[config.mk]
export PLATFORM = sky130hd
export DESIGN_NAME = mips16_program_loader
export DESIGN_NICKNAME = d
export VERILOG_FILES = /design/src/rtl/mips16_loader_pkg.sv /design/src/rtl/loader_image_reg.sv /design/src/rtl/mips16_program_loader.sv
export SDC_FILE = /design/constraint.sdc
export NUM_CORES = 2
export LEC_CHECK = 0
export CAP_MARGIN = 20
export CORE_AREA = 2 2 325 327
export DETAILED_ROUTE_END_ITERATION = 7
export DIE_AREA = 0 0 327 329
export GPL_ROUTABILITY_DRIVEN = 0
export PLACE_DENSITY = 0.55
export SYNTH_ARGS = -nofsm -noshare
export SYNTH_HDL_FRONTEND = slang
export SYNTH_HIERARCHICAL = 1
export SYNTH_SLANG_ARGS = --single-unit
[constraint.sdc]
create_clock -name clk -period 2.74 [get_ports clk]
set_clock_uncertainty 0.1 [all_clocks]
set_input_delay 0.548 -clock clk [delete_from_list [all_inputs] [get_ports clk]]
set_output_delay 0.548 -clock clk [all_outputs]
set_load 0.05 [all_outputs]
[src/rtl/mips16_loader_pkg.sv]
// Shared types and constants for the MIPS16 program loader.
// Select codes, FSM state encoding and word width.
package mips16_loader_pkg;

    localparam int WORD_W = 16;

    typedef enum logic [1:0] {
        LOAD = 2'd0,
        RUN  = 2'd1,
        DONE = 2'd2
    } state_e;

    localparam logic [1:0] SEL_INSTR = 2'b00;
    localparam logic [1:0] SEL_DATA  = 2'b01;
    localparam logic [1:0] SEL_VAL   = 2'b10;
    localparam logic [1:0] SEL_BAD   = 2'b11;

endpackage

[src/rtl/loader_image_reg.sv]
// One word-addressed image register with its own write pointer.
// Writes past the last word are dropped and flagged by a pulse.
module loader_image_reg
    import mips16_loader_pkg::*;
#(
    parameter int WORDS = 24
) (
    input  logic                     clk,
    input  logic                     rst,
    input  logic                     clr,
    input  logic                     we,
    input  logic [WORD_W-1:0]        word,
    output logic [WORDS*WORD_W-1:0]  image,
    output logic                     overflow
);

    localparam int PW = $clog2(WORDS + 1);
    localparam logic [PW-1:0] FULL = PW'(WORDS);

    logic [WORDS*WORD_W-1:0] image_q, image_d;
    logic [PW-1:0]           ptr_q, ptr_d;

    // Place the word at the pointer slot, or flag overflow when full.
    always_comb begin
        image_d  = image_q;
        ptr_d    = ptr_q;
        overflow = 1'b0;
        if (we) begin
            if (ptr_q == FULL) begin
                overflow = 1'b1;
            end else begin
                for (int i = 0; i < WORDS; i++) begin
                    if (ptr_q == PW'(i)) begin
                        image_d[i*WORD_W +: WORD_W] = word;
                    end
                end
                ptr_d = ptr_q + 1'b1;
            end
        end
    end

    // Image and pointer storage; clear behaves like reset.
    always_ff @(posedge clk) begin
        if (rst || clr) begin
            image_q <= '0;
            ptr_q   <= '0;
        end else begin
            image_q <= image_d;
            ptr_q   <= ptr_d;
        end
    end

    assign image = image_q;

endmodule

[src/rtl/mips16_program_loader.sv]
// Serial loader that assembles instr/data/in_val images for the MIPS16
// core, then runs the core for a bounded number of cycles.
module mips16_program_loader
    import mips16_loader_pkg::*;
#(
    parameter int WORDS      = 24,
    parameter int RUN_CYCLES = 64
) (
    input  logic                     clk,
    input  logic                     rst,
    input  logic                     wr_valid,
    output logic                     wr_ready,
    input  logic [1:0]               wr_sel,
    input  logic [WORD_W-1:0]        wr_word,
    input  logic                     wr_last,
    input  logic                     clear,
    input  logic                     abort,
    output logic [WORDS*WORD_W-1:0]  in_instr,
    output logic [WORDS*WORD_W-1:0]  in_data,
    output logic [31:0]              in_val,
    output logic                     cpu_rst,
    output logic                     done,
    output logic                     err,
    output logic [15:0]              run_count
);

    localparam logic [15:0] LAST_CNT = 16'(RUN_CYCLES - 1);

    state_e      state_q, state_d;
    logic        cpu_rst_q, cpu_rst_d;
    logic [31:0] val_q, val_d;
    logic [1:0]  vptr_q, vptr_d;
    logic        err_q, err_d;
    logic [15:0] cnt_q, cnt_d;
    logic        hs;
    logic        instr_we, data_we;
    logic        instr_ovf, data_ovf;

    assign hs       = wr_valid & wr_ready;
    assign instr_we = hs & (wr_sel == SEL_INSTR);
    assign data_we  = hs & (wr_sel == SEL_DATA);

    loader_image_reg #(.WORDS(WORDS)) u_instr (
        .clk      (clk),
        .rst      (rst),
        .clr      (clear),
        .we       (instr_we),
        .word     (wr_word),
        .image    (in_instr),
        .overflow (instr_ovf)
    );

    loader_image_reg #(.WORDS(WORDS)) u_data (
        .clk      (clk),
        .rst      (rst),
        .clr      (clear),
        .we       (data_we),
        .word     (wr_word),
        .image    (in_data),
        .overflow (data_ovf)
    );

    // State register.
    always_ff @(posedge clk) begin
        if (rst) state_q <= LOAD;
        else     state_q <= state_d;
    end

    // Next state; clear overrides abort and normal termination.
    always_comb begin
        state_d = state_q;
        unique case (state_q)
            LOAD: if (hs && wr_last) state_d = RUN;
            RUN:  if (abort || cnt_q == LAST_CNT) state_d = DONE;
            DONE: state_d = DONE;
            default: state_d = LOAD;
        endcase
        if (clear) state_d = LOAD;
    end

    // Decoded outputs; core reset tracks the upcoming state.
    always_comb begin
        wr_ready  = (state_q == LOAD);
        done      = (state_q == DONE);
        cpu_rst_d = (state_d != RUN);
    end

    // Registered core reset so it changes exactly on RUN boundaries.
    always_ff @(posedge clk) begin
        if (rst) cpu_rst_q <= 1'b1;
        else     cpu_rst_q <= cpu_rst_d;
    end

    // in_val assembly, sticky error and run counter next values.
    always_comb begin
        val_d  = val_q;
        vptr_d = vptr_q;
        err_d  = err_q;
        cnt_d  = cnt_q;
        if (hs && wr_sel == SEL_VAL) begin
            unique case (vptr_q)
                2'd0:    begin val_d[15:0]  = wr_word; vptr_d = 2'd1; end
                2'd1:    begin val_d[31:16] = wr_word; vptr_d = 2'd2; end
                default: err_d = 1'b1;
            endcase
        end
        if (hs && wr_sel == SEL_BAD) err_d = 1'b1;
        if (instr_ovf || data_ovf)   err_d = 1'b1;
        if (state_q == RUN && state_d == RUN) cnt_d = cnt_q + 16'd1;
        if (clear) begin
            val_d  = '0;
            vptr_d = '0;
            err_d  = 1'b0;
            cnt_d  = '0;
        end
    end

    // Datapath registers.
    always_ff @(posedge clk) begin
        if (rst) begin
            val_q  <= '0;
            vptr_q <= '0;
            err_q  <= 1'b0;
            cnt_q  <= '0;
        end else begin
            val_q  <= val_d;
            vptr_q <= vptr_d;
            err_q  <= err_d;
            cnt_q  <= cnt_d;
        end
    end

    assign in_val    = val_q;
    assign cpu_rst   = cpu_rst_q;
    assign err       = err_q;
    assign run_count = cnt_q;

endmodule

## Yosys cells after proc, flatten, opt, wreduce, memory -nomap -nowiden

Index checks and enable logic that the tools add are counted.

| storage, ports and cells | value |
|---|---|
| output and inout port bits | 820 |
| register bits after elaboration | 832 |

| cells by class | value |
|---|---|
| $add $sub $neg | 3 |
| bitwise gates (word level) | 5 |
| mux-type cells | 13 |
| equality and inequality tests | 58 |
| reductions and logical operators | 70 |

Operator list:

| operator | number |
|---|---|
| AND reduction 3 bit | 48 |
| == test 5 bit, second input constant | 18 |
| == test 5 x 4 -> 1 bit, second input constant | 16 |
| == test 5 x 3 -> 1 bit, second input constant | 8 |
| == test 5 x 2 -> 1 bit, second input constant | 4 |
| adder 16 x 1 -> 16 bit, second input constant | 1 |
| == test 16 x 6 -> 1 bit, second input constant | 1 |
| AND reduction 2 bit | 6 |
| adder 5 x 1 -> 5 bit, second input constant | 2 |
| == test 5 x 1 -> 1 bit, second input constant | 2 |
| logical NOT 5 bit | 2 |
| == test 2 x 1 -> 1 bit, second input constant | 4 |
| two-way mux 1 bit | 8 |
| == test 2 bit, second input constant | 3 |
| logical NOT 2 bit | 3 |
| two-way mux 2 bit | 3 |
| one-hot mux 2 bit (3 select lines) | 1 |
| logical AND 1 bit | 4 |
| one-hot mux 2 bit (2 select lines) | 1 |
| OR reduction 2 bit | 2 |
| AND 1 bit | 3 |
| logical OR 1 bit | 3 |
| inequality test 3 x 1 -> 1 bit, second input constant | 1 |
| nonzero test 3 bit | 1 |
| 3 further kinds | 4 |

## Longest topological paths before layout

| depth | value |
|---|---|
| word-level depth | 8 |
| gate-level depth with buffers | 9 |
| depth with buffers taken out | 6 |

## Cells and area by module

The synthesis kept the hierarchy.

Modules (own cells, without submodules):

| module | instances | cells each | area an instance (sq um) |
|---|---|---|---|
| loader_image_reg (u_instr) | 1 | 1,344 | 14,303.7 |
| loader_image_reg (u_data) | 1 | 1,344 | 14,296.2 |
| mips16_program_loader | 1 | 232 | 2,240.9 |

## Worst setup path after synthesis

No wires, ideal clock.

| timing path | value |
|---|---|
| path kind | register -> register |
| start | register state_q[1] |
| end | register u_data.image_q[135] (netlist: u_data/image[135]) |
| setup slack | -0.015 ns |
| stages on the path, launching flop included | 10 |
| data required time | 2.508 ns |
| arrival | 2.523 ns |
| clock period less this slack | 2.755 ns |
| buffers on the path | 3 |
| library setup time | 0.132 ns |
| cell sequence | dfxtp_1 > nor2_1 > nand2_1 > nor3b_1 > buf_4 > and2_1 > buf_6 > nand3_4 > buf_6 > mux2i_1 |

| between the ends | value |
|---|---|
| word-level cells in the longest chain between the ends | 4 |

Ends and longest elaborated chain:

| element | RTL line | text |
|---|---|---|
| start, declared | mips16_program_loader.sv:29 | `state_e state_q, state_d;` |
| start signal, assigned | mips16_program_loader.sv:66 | `else state_q <= state_d;` |
| logical NOT 2 bit | mips16_program_loader.sv:83 | `wr_ready = (state_q == LOAD);` |
| named net wr_ready | mips16_program_loader.sv:12 | `output logic wr_ready,` |
| AND 1 bit | mips16_program_loader.sv:39 | `assign hs = wr_valid & wr_ready;` |
| AND 1 bit | mips16_program_loader.sv:41 | `assign data_we = hs & (wr_sel == SEL_DATA);` |
| named net data_we | mips16_program_loader.sv:36 | `logic instr_we, data_we;` |
| AND reduction 3 bit (no line) | - |  |
| end signal, assigned | loader_image_reg.sv:48 | `image_q <= image_d;` |
| end, declared | loader_image_reg.sv:20 | `logic [WORDS*WORD_W-1:0] image_q, image_d;` |

The timed path passes the listed nets, and every way through them passes these cells.
A chain may end at the register's enable or synchronous reset.

## Final worst setup path

| timing path | value |
|---|---|
| start | register cnt_q[6] (netlist: run_count[6]) |
| end | output run_count[6] |

RTL lines:

| element | RTL line | text |
|---|---|---|
| start, declared | mips16_program_loader.sv:34 | `logic [15:0] cnt_q, cnt_d;` |
| start signal, assigned | mips16_program_loader.sv:129 | `cnt_q <= cnt_d;` |
| end, declared | mips16_program_loader.sv:24 | `output logic [15:0] run_count` |

No word-level cell between the ends.

==> results.cfg <==
[power_and_ir_drop]
p_seq_frac = 0.465
power_frac_clock = 0.502
p_sw_frac = 0.227
pwr-share-comb = 0.033
p_per_area_nw_per_um2 = 583
intPower_mw = 20.1
p_leak_nw = 20.6
ir_drop_mv = 0.453
switching_power_mw = 5.93

[grt]
gr-usage-all-layers = 0.212
grt_pass1_wl_um = 170000
grt_start_max_net_pins = 77
first_global_vias = 23500
antenna_found_initial = 4
grt_overflow_total = 0

[logic_synthesis]
syn_nets = 2957
yosys.area_share.simple = 0.142
avgSynthCellArea_um2 = 10.6
syn_inst = 2920
yosysUniqueCellTypes = 51
synth_compound_area_frac = 0.00844
post_synth_fa_ha_maj_area_fraction = 0.00527
synth-xor-area-share = 0.000852
ys_ff_latch = 832
synth_top_family_by_area = multiplexers
synthMuxAreaShare = 0.260
synth.cell_area_um2 = 30800
ys_seq_area_frac = 0.540
yosys_warnings = 6

[clock_tree]
cts_tree = built
cts_buffers = 94
ctsResizeCount = 3
cts.htree.levels = 3
cts_hold_buf = 0
cts.sinks = 832
clk_latency_ns = 0.66
clkTransAtPathRegs_ns = 0.06
cts_buffer_depth = 3
cts_setup_buffers = 0
cts-root-buf = clkbuf_16

[floorplanning]
die_w_um = 327
std_cell_rows = 119
io_pins = 844
initial_core_util = 0.295
dieHeight_um = 329
dieArea_um2 = 108000
core_area_um2 = 104000

[sta]
finalSetupTns_ns = 0
finalCritPeriodShare = 0.963
drv_slew = 0
hold_violations = 0
setup_violations = 0
slew_headroom = 0.499
final.min_clock_period_ns = 2.64
worst_pin_slew_ns = 0.749
worst_slack_ns = 0.102
whs_ns = 0.355
rsz0062_at_grt = false
max_freq_mhz = 379

[run]
drv_cap = 0

[detailed_routing]
wl_um = 119000
vias_per_cell = 4.52
wl_per_cell_um = 22.7
drc = 0
antenna_left = 0
dr.pass1.iters = 5
vias = 23600
initialDrtViolationCount = 1166

[setup_path]
crit_path_cell_trace = clkdlybuf4s50_1
worstPathRequired_ns = 2.09
start_kind = flip-flop
max_stage_delay_ns = 0.87
critPathArrivalTime_ns = 1.99
slowest_stage = clkdlybuf4s50_1
crit_buf_inv = 1
end_kind = output pin
path_class = reg -> out
cp_top_family = buffers and inverters
path_max_fanout = 7

[finish]
final_area_um2 = 44800
syn_to_final_growth_pct = 45.1
layout-drive-gt1-share = 0.0896
mostFrequentLayoutCell = dfxtp_1
final_nets = 3786
mostFrequentLayoutCells = 832 x dfxtp_1, 831 x clkdlybuf4s50_1, 816 x nand2_1
layout.cells.non_filler = 5221
fill_cells = 10100

[place]
dp_slack_ns = -0.0753
placed_area_um2 = 41500
hpwl_um = 80500
portBuffers = 843
post-place-cells = 5044

[outcome]
status = finished, final reports clean

[worst_hold_path]
hold_class = reg -> reg
==> power groups by stage <==
stage / logic (mW) / registers (mW) / clock network (mW)
after floorplan: 0.376 / 12.4 / 0
after global placement: 0.897 / 12.4 / 0
after detailed placement: 0.892 / 12.4 / 0
after CTS: 0.891 / 12.1 / 13.4
after global routing: 0.917 / 12.1 / 13.9
final: 0.871 / 12.1 / 13.1
==> cells by family (layout without fill, tap and decap cells) <==
logic type      after synthesis  after routing
simple gates                988            988
buf+inv                     240           1147
mux                         801            801
fa+ha+maj                    13             13
xor+xnor                      3              3
flops                       832            832
other cells                   0              3
compound gates               43             43
==> routing by layer <==
layer / routed length (µm) / global-route usage / part of all wire / up-vias
met1: 48400 / 0.249 / 0.41 / 11400
met3: 10400 / 0.0799 / 0.088 / 137
li1: - / - / - / 11400
met4: 2750 / 0.0590 / 0.023 / 0
met5: 0 / 0 / 0 / -
met2: 57100 / 0.362 / 0.48 / 742
==> tightest hold or removal path, stage by stage, from the launching register on <==
cell	delay (ns)
dfxtp_1	0.30
nand2_1	0.05
mux2i_1	0.05
==> registers in the layout, summed over array words and instances (netlist names) <==
register,cells
cpu_rst,1
err,1
in_val,32
run_count,16
state_q,2
u_data/image,384
u_data/ptr_q,5
u_instr/image,384
u_instr/ptr_q,5
vptr_q,2
==> Yosys cell counts, drive strengths merged <==
master	number	share of area
o41a	1	0.00037
inv	10	0.0012
and2	8	0.0018
o311a	1	0.00032
or4	5	0.0013
and4	3	0.00085
or3	10	0.0020
o211ai	2	0.00049
nand4b	4	0.0011
dfxtp	832	0.54
o31a	2	0.00057
xnor2	1	0.00028
a211o	1	0.00028
nor2b	4	0.00081
mux2i	801	0.26
nand3b	2	0.00049
and2b	2	0.00049
nor4	4	0.00081
ha	13	0.0053
nand4	14	0.0028
nand2	838	0.10
o21ai	14	0.0023
nor3	2	0.00069
o31ai	4	0.00097
nor4b	1	0.00077
nor2	44	0.0066
buf	110	0.027
xor2	2	0.00057
o21a	2	0.00049
or2	3	0.00061
nor3b	2	0.00049
a21oi	15	0.0024
a211oi	1	0.00024
and3b	8	0.0023
nand3	28	0.013
nand2b	2	0.00041
and3	4	0.00081
clkbuf	120	0.015
==> through the flow <==
step | total power, mW | utilization
after global routing | 26.9 | 0.429
after floorplan | 12.8 | -
final | 26.1 | 0.429
after CTS | 26.4 | 0.429
after global placement | 13.3 | 0.398
after detailed placement | 13.3 | 0.398
==> area by class of cell <==
class / count / area [µm²] / share of cell area
Sequential cell: 832 / 16700 / 0.372
Multi-Input combinational cell: 1848 / 12900 / 0.288
Timing Repair Buffer: 963 / 10200 / 0.228
Clock buffer: 142 / 2830 / 0.0632
Tap cell: 1391 / 1740 / 0.0389
Clock inverter: 32 / 392 / 0.00875
Inverter: 10 / 37.5 / 0.000839
Antenna cell: 3 / 7.51 / 0.000168
==> worst paths after layout <==
path	cells past startpoint	endpoint	from	slack, ns
setup / recovery	1	run_count[6]	run_count[6]	0.10
hold / removal	2	u_data/image[134]	u_data/image[134]	0.35
setup reg to reg	7	u_data/image[295]	state_q[1]	0.42
hold reg to reg	2	u_data/image[134]	u_data/image[134]	0.35
Power figures use the tool's default switching activity.
==> edit: new RTL, same flow settings <==
The parameter `RUN_CYCLES` goes from 64 to 48.
--- a/src/rtl/mips16_program_loader.sv
+++ b/src/rtl/mips16_program_loader.sv
@@ -4,7 +4,7 @@
     import mips16_loader_pkg::*;
 #(
     parameter int WORDS      = 24,
-    parameter int RUN_CYCLES = 64
+    parameter int RUN_CYCLES = 48
 ) (
     input  logic                     clk,
     input  logic                     rst,
Check against the original RTL: not settled (the Yosys comparison gave no result); the edit may change what the design does.
==> edit against the unedited design <==
  * Global-route usage down 0.51 points
  * Sequential cell count unchanged
  * Largest power group unchanged
  * Design area up 0.39%
  * Highest routed layer unchanged
  * Register-to-register slack better by 0.09 ns
  * Power down 1.2%
  * Critical path type unchanged
  * Wire length down 2.1%
  * Combinational power down 1%
  * Worst setup slack better by 0.018 ns
  * Via count down 0.20%
  * Final cell count about the same
  * Synthesized area down 0.13%
==> edit: results (changes against the unedited design) <==
WL final=116,200 um (-2.1%); Leakage=20.69 nW (+0.56%); first-pass GRT wire length=165,700 um (-2.2%); largest net degree at the start of global routing=113 (+47%); nets=3,795 (+0.24%); Critical path origin=state_q[1]; initial antenna violation count=6 (+2); metal1 wirelength=48,690 um (+0.51%); Reg2Reg Depth=8 (+1); Avg Synthesized Cell Area=10.55 um^2 (about the same); CTS buffer count=92 (-2.1%); arrival time at the worst endpoint=1.97 ns (-0.02 ns); Detailed Place HPWL=78,960 um (-1.9%); CP endpoint=done; status=finished clean; synth cell count leaders=dfxtp_1, nand2_1, mux2i_1; net count after synthesis=2,956 (-0.034%); Unique masters post-synth=50 (-2.0%); FF-to-FF End=err; Global Route Usage Sum=0.2073 (-0.005052); drt initial violations=1,252 (+7.4%); Met2 Routed Length=55,490 um (-2.8%); sequential area share after synthesis=0.5408 (+0.0007020); dpl ws=-0.04370 ns (+0.03156 ns); number of global-route vias before repair=23.13k (-1.8%); Hold Path End=u_data/image[125]
==> edit: critical path, stage by stage (launching register included) <==
cell           delay (ns)
dfxtp_1              0.51
nor2b_1              0.22
dlygate4sd2_1        0.58
==> edit: timing repair <==
action / in CTS / in global routing
buffers inserted: 0 / 0
setup endpoints to repair: 3 / 1
resized for setup: 3 / 1
pin swaps: 0 / 0
==> edit: metrics by stage <==
stage                     total power [mW]  hold WS, ns  instance area (um^2)
after global placement               13.28       0.3421                 41830
final                                25.75       0.3550                 44930
after detailed placement             13.28       0.3496                 41830
after global routing                 26.65       0.3647                 44930
after CTS                            26.15       0.3586                 44920
after floorplan                      12.80       0.3304                 30800
==> edit: final cells by class <==
| type | instances | area, um^2 |
|---|---|---|
| diodes | 3 | 7.507 |
| well taps | 1391 | 1740 |
| inverters | 11 | 41.29 |
| clock inverters | 31 | 459.2 |
| repair buffers | 976 | 10550 |
| fillers | 10050 | 59440 |
| clock buffers | 133 | 2638 |
| multi-input cells | 1845 | 12840 |
| flip-flops and latches | 832 | 16660 |
==> edit: kinds of logic (layout without fill, tap and decap cells) <==
kind of cell,count (synthesis),after routing,synth area share
AO/OA/AOI/OAI,40,40,0.007719
XOR/XNOR,7,7,0.001991
adder cells (fa/ha/maj),13,13,0.005281
buffers and inverters,242,1151,0.04302
flip-flops,832,832,0.5408
multiplexers,800,800,0.2600
other,0,3,0
AND/OR/NAND/NOR,985,985,0.1412
==> edit: report_power, final <==
group / switching, mW / total [mW] / internal [mW]
combinational: 0.633 / 0.861 / 0.228
clock: 5.21 / 12.8 / 7.56
sequential: 0.0118 / 12.1 / 12.1
total: 5.85 / 25.7 / 19.9
